===== config.mk =====
export PLATFORM = sky130hd
export DESIGN_NAME = seq_signed_divider
export DESIGN_NICKNAME = d
export VERILOG_FILES = /design/src/rtl/seq_signed_divider.sv
export SDC_FILE = /design/constraint.sdc
export NUM_CORES = 1
export LEC_CHECK = 0
export CAP_MARGIN = 10
export CORE_ASPECT_RATIO = 1.1
export CORE_MARGIN = 2
export CORE_UTILIZATION = 57
export CTS_CLUSTER_DIAMETER = 200
export DETAILED_ROUTE_END_ITERATION = 10
export PLACE_DENSITY = 0.9
export SKIP_LAST_GASP = 1
export SYNTH_ARGS = -nofsm -noshare
export SYNTH_HDL_FRONTEND = slang
export SYNTH_SLANG_ARGS = --single-unit

===== constraint.sdc =====
create_clock -name clk -period 6.8 [get_ports clk]
set_input_delay 1.02 -clock clk [delete_from_list [all_inputs] [get_ports clk]]
set_output_delay 1.02 -clock clk [all_outputs]
set_load 0.01 [all_outputs]

===== src/rtl/seq_signed_divider.sv =====
// seq_signed_divider: iterative radix-2 restoring signed divider.
// Divides a 2*WIDTH-bit signed dividend by a WIDTH-bit signed divisor and
// produces one quotient bit per clock on operand magnitudes. The signs are
// applied afterwards.
// Optional macro SEQ_DIVIDER_EARLY_EXIT_EN: when |dividend| < |divisor|, the
// divider skips the iteration and returns quotient 0 with the dividend as
// the remainder.
module seq_signed_divider #(
  parameter int WIDTH = 32
) (
  input  logic                 clk,
  input  logic                 rst,
  input  logic                 in_valid,
  output logic                 in_ready,
  input  logic [2*WIDTH-1:0]   dividend,
  input  logic [WIDTH-1:0]     divisor,
  output logic                 out_valid,
  input  logic                 out_ready,
  output logic [WIDTH-1:0]     quotient,
  output logic [WIDTH-1:0]     remainder,
  output logic                 div_by_zero,
  output logic                 overflow
);

  localparam int CW = $clog2(WIDTH + 1);
  localparam logic [CW-1:0] LAST_STEP = CW'(WIDTH - 1);

  typedef enum logic [1:0] {IDLE, CALC, SIGN, DONE} state_t;

  state_t             r_state;
  logic [WIDTH-1:0]   r_part;
  logic [WIDTH-1:0]   r_quo;
  logic [WIDTH-1:0]   r_dvsr;
  logic               r_sign_q;
  logic               r_sign_r;
  logic [CW-1:0]      r_count;
  logic               r_out_valid;
  logic [WIDTH-1:0]   r_quotient;
  logic [WIDTH-1:0]   r_remainder;
  logic               r_dbz;
  logic               r_ovf;

  logic [2*WIDTH-1:0] w_dividend_mag;
  logic [WIDTH-1:0]   w_divisor_mag;
  logic               w_accept;
  logic               w_hi_ovf;
  logic [WIDTH:0]     w_shift;
  logic               w_ge;
  logic [WIDTH-1:0]   w_diff;
  logic [WIDTH-1:0]   w_q_signed;
  logic [WIDTH-1:0]   w_r_signed;
  logic               w_q_ovf;
`ifdef SEQ_DIVIDER_EARLY_EXIT_EN
  logic               w_small;
`endif

  // in_ready follows rst combinationally so it is low for the whole reset
  assign in_ready = (r_state == IDLE) && !rst;
  assign w_accept = in_valid && in_ready;

  // Operand magnitudes. The most negative divisor maps onto 2^(WIDTH-1),
  // which still fits in WIDTH unsigned bits.
  assign w_dividend_mag = dividend[2*WIDTH-1] ? -dividend : dividend;
  assign w_divisor_mag  = divisor[WIDTH-1]    ? -divisor  : divisor;

  // If the upper half is already >= divisor, the quotient needs more than WIDTH bits
  assign w_hi_ovf = (w_dividend_mag[2*WIDTH-1:WIDTH] >= w_divisor_mag);
`ifdef SEQ_DIVIDER_EARLY_EXIT_EN
  assign w_small  = (w_dividend_mag < {{WIDTH{1'b0}}, w_divisor_mag});
`endif

  // One restoring step: shift in the next dividend bit, then trial-subtract.
  // The partial remainder stays below the divisor, so the difference fits
  // in WIDTH bits.
  assign w_shift = {r_part, r_quo[WIDTH-1]};
  assign w_ge    = (w_shift >= {1'b0, r_dvsr});
  assign w_diff  = w_shift[WIDTH-1:0] - r_dvsr;

  // Apply the signs and check the representable range of the signed quotient
  assign w_q_signed = r_sign_q ? -r_quo  : r_quo;
  assign w_r_signed = r_sign_r ? -r_part : r_part;
  assign w_q_ovf    = r_sign_q ? (r_quo[WIDTH-1] && (|r_quo[WIDTH-2:0]))
                               : r_quo[WIDTH-1];

  assign out_valid   = r_out_valid;
  assign quotient    = r_quotient;
  assign remainder   = r_remainder;
  assign div_by_zero = r_dbz;
  assign overflow    = r_ovf;

  // Control FSM and datapath: accept with pre-checks, iterate, sign-fix, hold result
  always_ff @(posedge clk) begin
    if (rst) begin
      r_state     <= IDLE;
      r_part      <= '0;
      r_quo       <= '0;
      r_dvsr      <= '0;
      r_sign_q    <= 1'b0;
      r_sign_r    <= 1'b0;
      r_count     <= '0;
      r_out_valid <= 1'b0;
      r_quotient  <= '0;
      r_remainder <= '0;
      r_dbz       <= 1'b0;
      r_ovf       <= 1'b0;
    end else begin
      case (r_state)
        IDLE: begin
          if (w_accept) begin
            r_sign_q <= dividend[2*WIDTH-1] ^ divisor[WIDTH-1];
            r_sign_r <= dividend[2*WIDTH-1];
            r_dvsr   <= w_divisor_mag;
            r_part   <= w_dividend_mag[2*WIDTH-1:WIDTH];
            r_quo    <= w_dividend_mag[WIDTH-1:0];
            r_count  <= '0;
            if (divisor == '0) begin
              r_state     <= DONE;
              r_out_valid <= 1'b1;
              r_quotient  <= '1;
              r_remainder <= dividend[WIDTH-1:0];
              r_dbz       <= 1'b1;
              r_ovf       <= 1'b0;
            end
`ifdef SEQ_DIVIDER_EARLY_EXIT_EN
            else if (w_small) begin
              r_state     <= DONE;
              r_out_valid <= 1'b1;
              r_quotient  <= '0;
              r_remainder <= dividend[WIDTH-1:0];
              r_dbz       <= 1'b0;
              r_ovf       <= 1'b0;
            end
`endif
            else if (w_hi_ovf) begin
              r_state     <= DONE;
              r_out_valid <= 1'b1;
              r_quotient  <= '0;
              r_remainder <= '0;
              r_dbz       <= 1'b0;
              r_ovf       <= 1'b1;
            end else begin
              r_state <= CALC;
            end
          end
        end
        CALC: begin
          r_part  <= w_ge ? w_diff : w_shift[WIDTH-1:0];
          r_quo   <= {r_quo[WIDTH-2:0], w_ge};
          r_count <= r_count + CW'(1);
          if (r_count == LAST_STEP) begin
            r_state <= SIGN;
          end
        end
        SIGN: begin
          r_state     <= DONE;
          r_out_valid <= 1'b1;
          r_dbz       <= 1'b0;
          if (w_q_ovf) begin
            r_quotient  <= '0;
            r_remainder <= '0;
            r_ovf       <= 1'b1;
          end else begin
            r_quotient  <= w_q_signed;
            r_remainder <= w_r_signed;
            r_ovf       <= 1'b0;
          end
        end
        DONE: begin
          if (out_ready) begin
            r_state     <= IDLE;
            r_out_valid <= 1'b0;
          end
        end
        default: r_state <= IDLE;
      endcase
    end
  end

endmodule


# Word-level counts from Yosys, hierarchy flattened
# Cells that the tools add are included.
# Widths: inputs -> output; s select.
dict set report totals {
  register_bits 173
  word_cells 84
  out_inout_bits 68
}
dict set report classes {
  reduce_logical 15
  order_cmp 2
  n_eq_ne 8
  bitwise_logic 1
  add_sub_neg 6
  mux 40
}
# cell n
set op_table {}
lappend op_table {{$mux 32} 13}
lappend op_table {{$pmux 32 s2} 4}
lappend op_table {{$neg 32->32} 3}
lappend op_table {{$mux 64} 1}
lappend op_table {{$neg 64->64} 1}
lappend op_table {{$ge 33x32->1} 1}
lappend op_table {{$ge 32x32->1} 1}
lappend op_table {{$logic_not 32->1} 1}
lappend op_table {{$sub 32x32->32} 1}
lappend op_table {{$reduce_or 31->1} 1}
lappend op_table {{$pmux 6 s2} 1}
lappend op_table {{$mux 1} 11}
lappend op_table {{$mux 2} 5}
lappend op_table {{$pmux 2 s4} 1}
lappend op_table {{$add 6x1->6 const B} 1}
lappend op_table {{$eq 6x5->1 const B} 1}
lappend op_table {{$mux 6} 1}
lappend op_table {{$ne 2x2->1 const B} 3}
lappend op_table {{$reduce_and 3->1} 2}
lappend op_table {{$eq 2x2->1 const B} 2}
lappend op_table {{$pmux 1 s2} 2}
lappend op_table {{$reduce_and 2->1} 2}
lappend op_table {{$reduce_and 4->1} 1}
lappend op_table {{$reduce_bool 2->1} 2}
lappend op_table {{other kinds (8)} 10}

# Longest topological paths before layout
# Gate-level depths: netlist (run 1).
dict set report logic_depth {
  depth_word 7
  mapped_depth 18
  mapped_depth_nobuf 16
}

# Worst setup path before layout (run 1)
# OpenSTA, ideal clock, no wires.
dict set report synth_timing {
  path_kind {input to register}
  start {input dividend[20]}
  end {register r_quotient[30], in the netlist quotient[30]}
  stages 16
  arrival_time_ns 4.859
  t_required_ns 6.669
  slack_ns 1.810
  setup_time_ns 0.131
  cell_sequence {or4_1 -> nor3_1 -> nand4_1 -> o41ai_1 -> xnor2_1 -> ha_1 -> a21o_1 -> a21o_1 -> a211o_1 -> o211ai_1 -> a21oi_1 -> o21a_1 -> clkbuf_1 -> buf_1 -> o221ai_1 -> o21ai_0}
}
dict set report synth_between {
  elab_chain_cells 5
}
# item line_no
set synth_rtl {}
lappend synth_rtl {{start: declaration} 15} ;# input logic [2*WIDTH-1:0] dividend,
lappend synth_rtl {{$neg 64->64} 63} ;# assign w_dividend_mag = dividend[2*WIDTH-1] ? -dividend : dividend;
lappend synth_rtl {{$mux 64} 63}
lappend synth_rtl {{$ge 32x32->1} 67} ;# assign w_hi_ovf = (w_dividend_mag[2*WIDTH-1:WIDTH] >= w_divisor_mag);
lappend synth_rtl {{$ne 3x2->1 (no line)} --}
lappend synth_rtl {{$reduce_and 3->1 (no line)} --}
lappend synth_rtl {{end signal: assignment} 163} ;# r_quotient <= w_q_signed;
lappend synth_rtl {{end: declaration} 38} ;# logic [WIDTH-1:0] r_quotient;
# Every way passes these cells.
# A chain may end at the register's enable or synchronous reset.

# Final worst setup path (run 1)
dict set report layout_timing {
  start {input dividend[30]}
  end {register r_remainder[17], in the netlist remainder[17]}
}
dict set report layout_between {
  elab_chain_cells 5
}
# item line_no
set layout_rtl {}
lappend layout_rtl {{$neg 64->64} 63}
lappend layout_rtl {{$mux 64} 63}
lappend layout_rtl {{$ge 32x32->1} 67}
lappend layout_rtl {{$ne 3x2->1 (no line)} --}
lappend layout_rtl {{$reduce_and 3->1 (no line)} --}
lappend layout_rtl {{end signal: assignment} 120} ;# r_remainder <= dividend[WIDTH-1:0];
lappend layout_rtl {{end signal: assignment} 164} ;# r_remainder <= w_r_signed;
lappend layout_rtl {{end: declaration} 39} ;# logic [WIDTH-1:0] r_remainder;
# Every way passes these cells.

==> results.json, run 1 <==
{
  "drt-pass1-iter-count": 8,
  "dr_total_vias": 13800,
  "htreeDepth": 4,
  "final_antenna_net_count": 0,
  "hold_path.class": "flip-flop to flip-flop",
  "grt_first_pass_wirelength_mm": 70.4,
  "synth_warnings": 0,
  "syn_area_um2": 13100,
  "dp.cells": 2001,
  "io_pins": 168,
  "multi_input_area_um2": 8960,
  "first_iter_violations": 1473,
  "synth_area_leaders": "dfxtp_1, xnor2_1, ha_1, a211oi_1, a21oi_1",
  "synth.distinct_cells": 73,
  "max-slew-margin-rel_pct": 22.8,
  "start_util_pct": 57.8,
  "cts_tree": "yes",
  "rows": 58,
  "drv_cap": 0,
  "portBuffers": 167,
  "status": "finished, final reports clean",
  "power_per_cell_area_nw_per_um2": 439,
  "dieWidth_um": 149,
  "gp_congestion": 0.957,
  "areaGrowthSynthToFinish_pct": 17.8,
  "setup_viol": 0,
  "cts_root_buf": "clkbuf_16",
  "syn_nets": 1810,
  "viasPerCell": 6.80,
  "dp_hpwl_mm": 33.2,
  "cts_buffer_depth": 2,
  "power_mw": 6.79,
  "avgSynthCellArea_um2": 8.03,
  "rsz0062_at_grt": "no",
  "power_leakage_nw": 5.49,
  "irDropWorstVdd_v": 0.000244,
  "fin_skew_ns": 0.00961,
  "grt_max_degree": 91,
  "setup_tns_ns": 0,
  "num_antenna_cells": 0,
  "grt_use_total_pct": 36.5,
  "max_slew.worst_pin.slew_ns": 1.16,
  "wl_met3_mm": 4.46,
  "cts.sinks": 173,
  "period_needed_ns": 5.90,
  "avgRoutedWirePerCell_um": 21.9,
  "grt_overflow_total": 0,
  "ys.flop_type": "dfxtp_1",
  "drc_errors": 0,
  "drive_gt1_share_pct": 5.54,
  "syn_inst": 1635,
  "met1Wirelength_mm": 16.9,
  "clock.fmax_ghz": 0.169,
  "final_area_um2": 15500,
  "grt_pass1_vias": 12800,
  "clk_pin_slew_ns": 0.08,
  "post-cts-setup-buffer-count": 0,
  "start_kind": "input port",
  "crit_path_end_kind": "flip-flop",
  "path_max_fanout": 66,
  "fin_crit_sh_pct": 86.8,
  "place_area_um2": 14900,
  "die_h_um": 163,
  "required_ns": 7.15,
  "synth_top_area_cell": "dfxtp_1",
  "ys_seq_elements": 173,
  "async_reset_ff_share_pct": 0,
  "synth_seq_area_share_pct": 26.4,
  "clock_latency_ns": 0.45,
  "path_class": "input port to flip-flop",
  "synth_edf_count": 0,
  "die_area_um2": 24300,
  "numCtsBuffers": 17,
  "routed.top_layer": "met5",
  "core_um2": 22700,
  "wirelength_mm": 44.5,
  "netlist.area_leader.share_pct": 26.4,
  "crit_arrival_ns": 6.25,
  "antenna_found_initial": 1,
  "postCtsHoldBufs": 0,
  "nNetsFinal": 1895,
  "hold_violations": 0,
  "seqCellArea_um2": 3460,
  "num-fill-cells": 1848,
  "wl_met2_mm": 20.8,
  "drv_slew": 0,
  "stdcell_count": 2033,
  "cts_resized": 0
}
==> kinds of logic after synthesis <==
group           count (synthesis)  synth area share [%]
fa+ha+maj                      75                  7.21
buf+inv                       181                  5.55
xor+xnor                      177                  11.8
compound gates                547                  29.4
flops                         173                  26.4
simple gates                  456                  17.6
mux                            26                  2.03
==> per-layer routing <==
metal  track usage [%]  up-vias
met2              61.1      830
met4              18.4        2
met1              44.7     6453
met3              7.09      169
li1                  -     6371
met5                 0        -
==> report_power, final <==
group | switching [mW] | internal [mW] | leakage, nW
sequential | 0.310 | 1.28 | 1.41
combinational | 2.42 | 1.77 | 3.78
clock | 0.508 | 0.509 | 0.294
==> synth_stat cells (7+ instances only) <==
cell type,number
nor4_1,13
nand2b_1,13
or3_1,31
dfxtp_1,173
a22oi_1,56
nand4_1,23
clkbuf_1,98
mux2i_1,21
inv_1,61
or2_2,14
o211ai_1,7
xor2_1,41
o21ai_0,80
or4_1,18
a21o_1,18
nor2_1,117
nand2_1,84
o31ai_1,51
nand3_1,21
a222oi_1,25
ha_1,74
o22ai_1,20
a21oi_1,89
buf_1,12
xnor2_1,136
a211oi_1,102
o41ai_1,28
nor3_1,85
==> path summary, 6_finish.rpt <==
| path | from | to | slack, ns | cells past startpoint |
|---|---|---|---|---|
| setup / recovery | dividend[30] | remainder[17]$_SDFFE_PP0P_ | 0.90 | 16 |
| hold / removal | quotient[26]$_SDFFE_PP0P_ | quotient[26]$_SDFFE_PP0P_ | 0.46 | 2 |
| setup reg to reg | r_quo[10]$_SDFFE_PP0P_ | remainder[25]$_SDFFE_PP0P_ | 2.65 | 7 |
| hold reg to reg | quotient[26]$_SDFFE_PP0P_ | quotient[26]$_SDFFE_PP0P_ | 0.46 | 2 |
==> metrics by stage <==
stage / utilization, % / hold WS [ns] / worst slack [ns]
floorplan: - / 0.436 / 1.81
global placement: 65.4 / 0.446 / 0.716
detailed placement: 65.4 / 0.455 / 0.582
CTS: 68.1 / 0.466 / 1.01
global route: 68.1 / 0.495 / 0.597
finish: 68.1 / 0.463 / 0.895
==> critical path: stages <==
cell	delay, ns
clkdlybuf4s50_1	0.51
or4_1	0.63
nor3_1	0.72
nand4_1	0.61
o31ai_1	0.45
xnor2_1	0.22
ha_1	0.21
a21o_1	0.12
a21o_1	0.11
a211o_1	0.12
o211ai_1	0.08
a21oi_1	0.27
o21a_2	0.19
buf_4	0.51
nor3_1	0.14
a211oi_1	0.25
==> placed cells by master, fill, tap and decap left out, types with 14 or more instances in the layout <==
cell	count
mux2i_1	21
xnor2_1	136
clkdlybuf4s50_1	165
o22ai_1	20
o21ai_0	80
dfxtp_1	173
a21o_1	18
or4_1	18
nand2_1	83
ha_1	74
nor3_1	83
o41ai_1	28
a211oi_1	102
buf_4	17
or2_2	14
or3_1	31
a21oi_1	89
xor2_1	41
clkbuf_16	17
o31ai_1	51
nor2_1	116
nand3_1	21
inv_1	61
a22oi_1	56
a222oi_1	25
nand4_1	23
==> final cells by class <==
cell class	count	area share, %
Clock buffer	18	2.84
Inverter	62	1.51
Clock inverter	14	1.08
Tap cell	300	2.43
Multi-Input combinational cell	1281	58.0
Timing Repair Buffer	185	11.8
Sequential cell	173	22.4
==> flip-flops by register name, summed over array words and instances (netlist names) <==
signal	count
quotient	32
r_dvsr	32
r_part	32
r_quo	32
remainder	32
r_count	6
r_state	2
div_by_zero	1
out_valid	1
overflow	1
r_sign_q	1
r_sign_r	1
Power figures use the tool's default switching activity.
==> run 2: changes to the inputs <==
--- a/config.mk
+++ b/config.mk
@@ -8,10 +8,11 @@
 export CAP_MARGIN = 10
 export CORE_ASPECT_RATIO = 1.1
 export CORE_MARGIN = 2
-export CORE_UTILIZATION = 57
+export CORE_UTILIZATION = 61
 export CTS_CLUSTER_DIAMETER = 200
 export DETAILED_ROUTE_END_ITERATION = 10
-export PLACE_DENSITY = 0.9
+export PLACE_DENSITY = 0.95
+export SETUP_SLACK_MARGIN = 0.15
 export SKIP_LAST_GASP = 1
 export SYNTH_ARGS = -nofsm -noshare
 export SYNTH_HDL_FRONTEND = slang
==> constraint.sdc (replaced) <==
create_clock -name clk -period 7 [get_ports clk]
set_input_delay 1.05 -clock clk [delete_from_list [all_inputs] [get_ports clk]]
set_output_delay 1.05 -clock clk [all_outputs]
set_load 0.01 [all_outputs]
==> results.json, run 2 (synthesis results as in run 1) <==
{
  "wirelength_mm": 46.1,
  "worstPathCellList": "clkdlybuf4s50_1 > or4_1 > nor3_1 > nand4_1 > o21ai_0 > xor2_1 > inv_1 > ha_1 > nand4_1 > o31ai_1 > o2111a_2 > buf_4 > nor3_1 > a211oi_1",
  "die_h_um": 158,
  "crit_path_end_kind": "flip-flop",
  "max_slew.worst_pin.slew_ns": 1.13,
  "hold_violations": 0,
  "path_class": "input port to flip-flop",
  "drv_cap": 0,
  "holdPathStages": 2,
  "post-cts-setup-buffer-count": 0,
  "numCtsBuffers": 17,
  "rsz0062_at_grt": "no",
  "max-slew-margin-rel_pct": 24.5,
  "fin_skew_ns": 0.0144,
  "postCtsHoldBufs": 0,
  "worstReg2RegEnd": "r_part[23]$_SDFFE_PP0P_",
  "power_per_cell_area_nw_per_um2": 429,
  "rows": 56,
  "switchingPower_mw": 3.20,
  "combinationalPowerShare_pct": 62.4,
  "start_kind": "input port",
  "seqCellArea_um2": 3460,
  "crit_arrival_ns": 6.56,
  "irDropWorstVdd_v": 0.000290,
  "r2r_setup_slack_ns": 2.84,
  "met1Wirelength_mm": 16.9,
  "drc_errors": 0,
  "routed.top_layer": "met4",
  "crit_path_end": "remainder[18]$_SDFFE_PP0P_",
  "setup_tns_ns": 0,
  "areaGrowthSynthToFinish_pct": 17.6,
  "portBuffers": 167,
  "cts_resized": 0,
  "grt_max_degree": 68,
  "power.share.clock_pct": 14.6,
  "dp_hpwl_mm": 35.1,
  "p_int_mw": 3.42,
  "wl_met2_mm": 21.7,
  "cts.sinks": 173,
  "cts_buffer_depth": 2,
  "slowest_delay_ns": 0.65,
  "num_antenna_cells": 0,
  "drv_slew": 0,
  "num-fill-cells": 1671,
  "required_ns": 7.34,
  "power_leakage_nw": 5.49,
  "core_um2": 21200,
  "final_common_cell": "dfxtp_1",
  "die_area_um2": 22700,
  "status": "finished, final reports clean",
  "timing.critical_path.from": "dividend[30]",
  "drive_gt1_share_pct": 5.59,
  "gp_congestion": 0.988,
  "reg2reg_from": "r_part[13]$_SDFFE_PP0P_",
  "utilization_pct": 72.7,
  "viasPerCell": 6.92,
  "clock.fmax_ghz": 0.161,
  "power_switching_share_pct": 48.3,
  "period_needed_ns": 6.22,
  "grt_first_pass_wirelength_mm": 70.6,
  "first_iter_violations": 1884,
  "antenna_found_initial": 0,
  "cts_root_buf": "clkbuf_16",
  "path_max_fanout": 66,
  "htreeDepth": 4,
  "hold_path.class": "flip-flop to flip-flop",
  "drt-pass1-iter-count": 11,
  "fin_crit_sh_pct": 88.8,
  "grt_overflow_total": 0,
  "io_pins": 168,
  "wl_met3_mm": 4.57,
  "setup_viol": 0,
  "multi_input_area_um2": 8960,
  "nNetsFinal": 1896,
  "dr_total_vias": 14000,
  "grt_pass1_vias": 12800,
  "dieWidth_um": 144,
  "start_util_pct": 61.8,
  "power_mw": 6.62,
  "clk_pin_slew_ns": 0.07,
  "clock_latency_ns": 0.45,
  "rr_worst_depth": 8,
  "final_antenna_net_count": 0,
  "avgRoutedWirePerCell_um": 22.8,
  "grt_use_total_pct": 39.8,
  "seqPwrFrac_pct": 23.0,
  "final_cell_mix": "dfxtp_1, clkdlybuf4s50_1, xnor2_1, nor2_1, a211oi_1",
  "cts_tree": "yes",
  "slowest_stage": "or4_1"
}
run 2: metrics by stage:
stage          hold slack (ns)  instances  instance area (um2)  setup slack (ns)
2_1_floorplan            0.436       1635                13100              1.98
3_3_place_gp             0.445       1992                14800             0.734
3_5_place_dp             0.457       1992                14800             0.535
4_1_cts                  0.467       2024                15400             0.963
5_1_grt                  0.495       2024                15400             0.612
6_report                 0.472       2024                15400             0.784
run 2: worst min path at each step:
stage | startpoint | endpoint | slack, ns
global route | quotient[30]$_SDFFE_PP0P_ | quotient[30]$_SDFFE_PP0P_ | 0.49
finish | quotient[30]$_SDFFE_PP0P_ | quotient[30]$_SDFFE_PP0P_ | 0.47
global placement | quotient[26]$_SDFFE_PP0P_ | quotient[26]$_SDFFE_PP0P_ | 0.45
floorplan | r_dvsr[31]$_SDFFE_PP0P_ | r_dvsr[31]$_SDFFE_PP0P_ | 0.44
detailed placement | quotient[30]$_SDFFE_PP0P_ | quotient[30]$_SDFFE_PP0P_ | 0.46
CTS | quotient[30]$_SDFFE_PP0P_ | quotient[30]$_SDFFE_PP0P_ | 0.47
run 2: cell type report:
type,instances,share of cell area [%]
timing repair buffer,186,11.7
sequential,173,22.4
tap,290,2.35
clock inverter,15,1.14
multi-input combinational,1281,58.1
clock buffer,17,2.76
inverter,62,1.51
run 2: layer usage:
layer,track usage [%],up-vias
met1,47.9,6441
met4,21.4,0
met2,68.2,973
met3,6.11,208
li1,-,6374
met5,0,-
run 2: power by group through the flow:
stage	sequential (mW)	combinational [mW]	clock (mW)
floorplan	1.49	2.92	0
global route	1.55	4.44	1.01
CTS	1.51	4.04	0.961
global placement	1.52	3.92	0
finish	1.52	4.13	0.966
detailed placement	1.53	4.01	0
run 2: worst max-delay path, delay by kind of cell:
family          cells  cell delay [ns]
simple gates        5             2.15
compound gates      4             1.51
buf+inv             3             1.10
xor+xnor            1             0.34
fa+ha+maj           1             0.31
==> run 3: changes to the inputs <==
--- a/config.mk
+++ b/config.mk
@@ -14,6 +14,7 @@
 export PLACE_DENSITY = 0.95
 export SETUP_SLACK_MARGIN = 0.15
 export SKIP_LAST_GASP = 1
+export SLEW_MARGIN = 5
 export SYNTH_ARGS = -nofsm -noshare
 export SYNTH_HDL_FRONTEND = slang
 export SYNTH_SLANG_ARGS = --single-unit
==> results of run 3 <==
No change in the layout: final DEF, timing and power equal those of run 2.
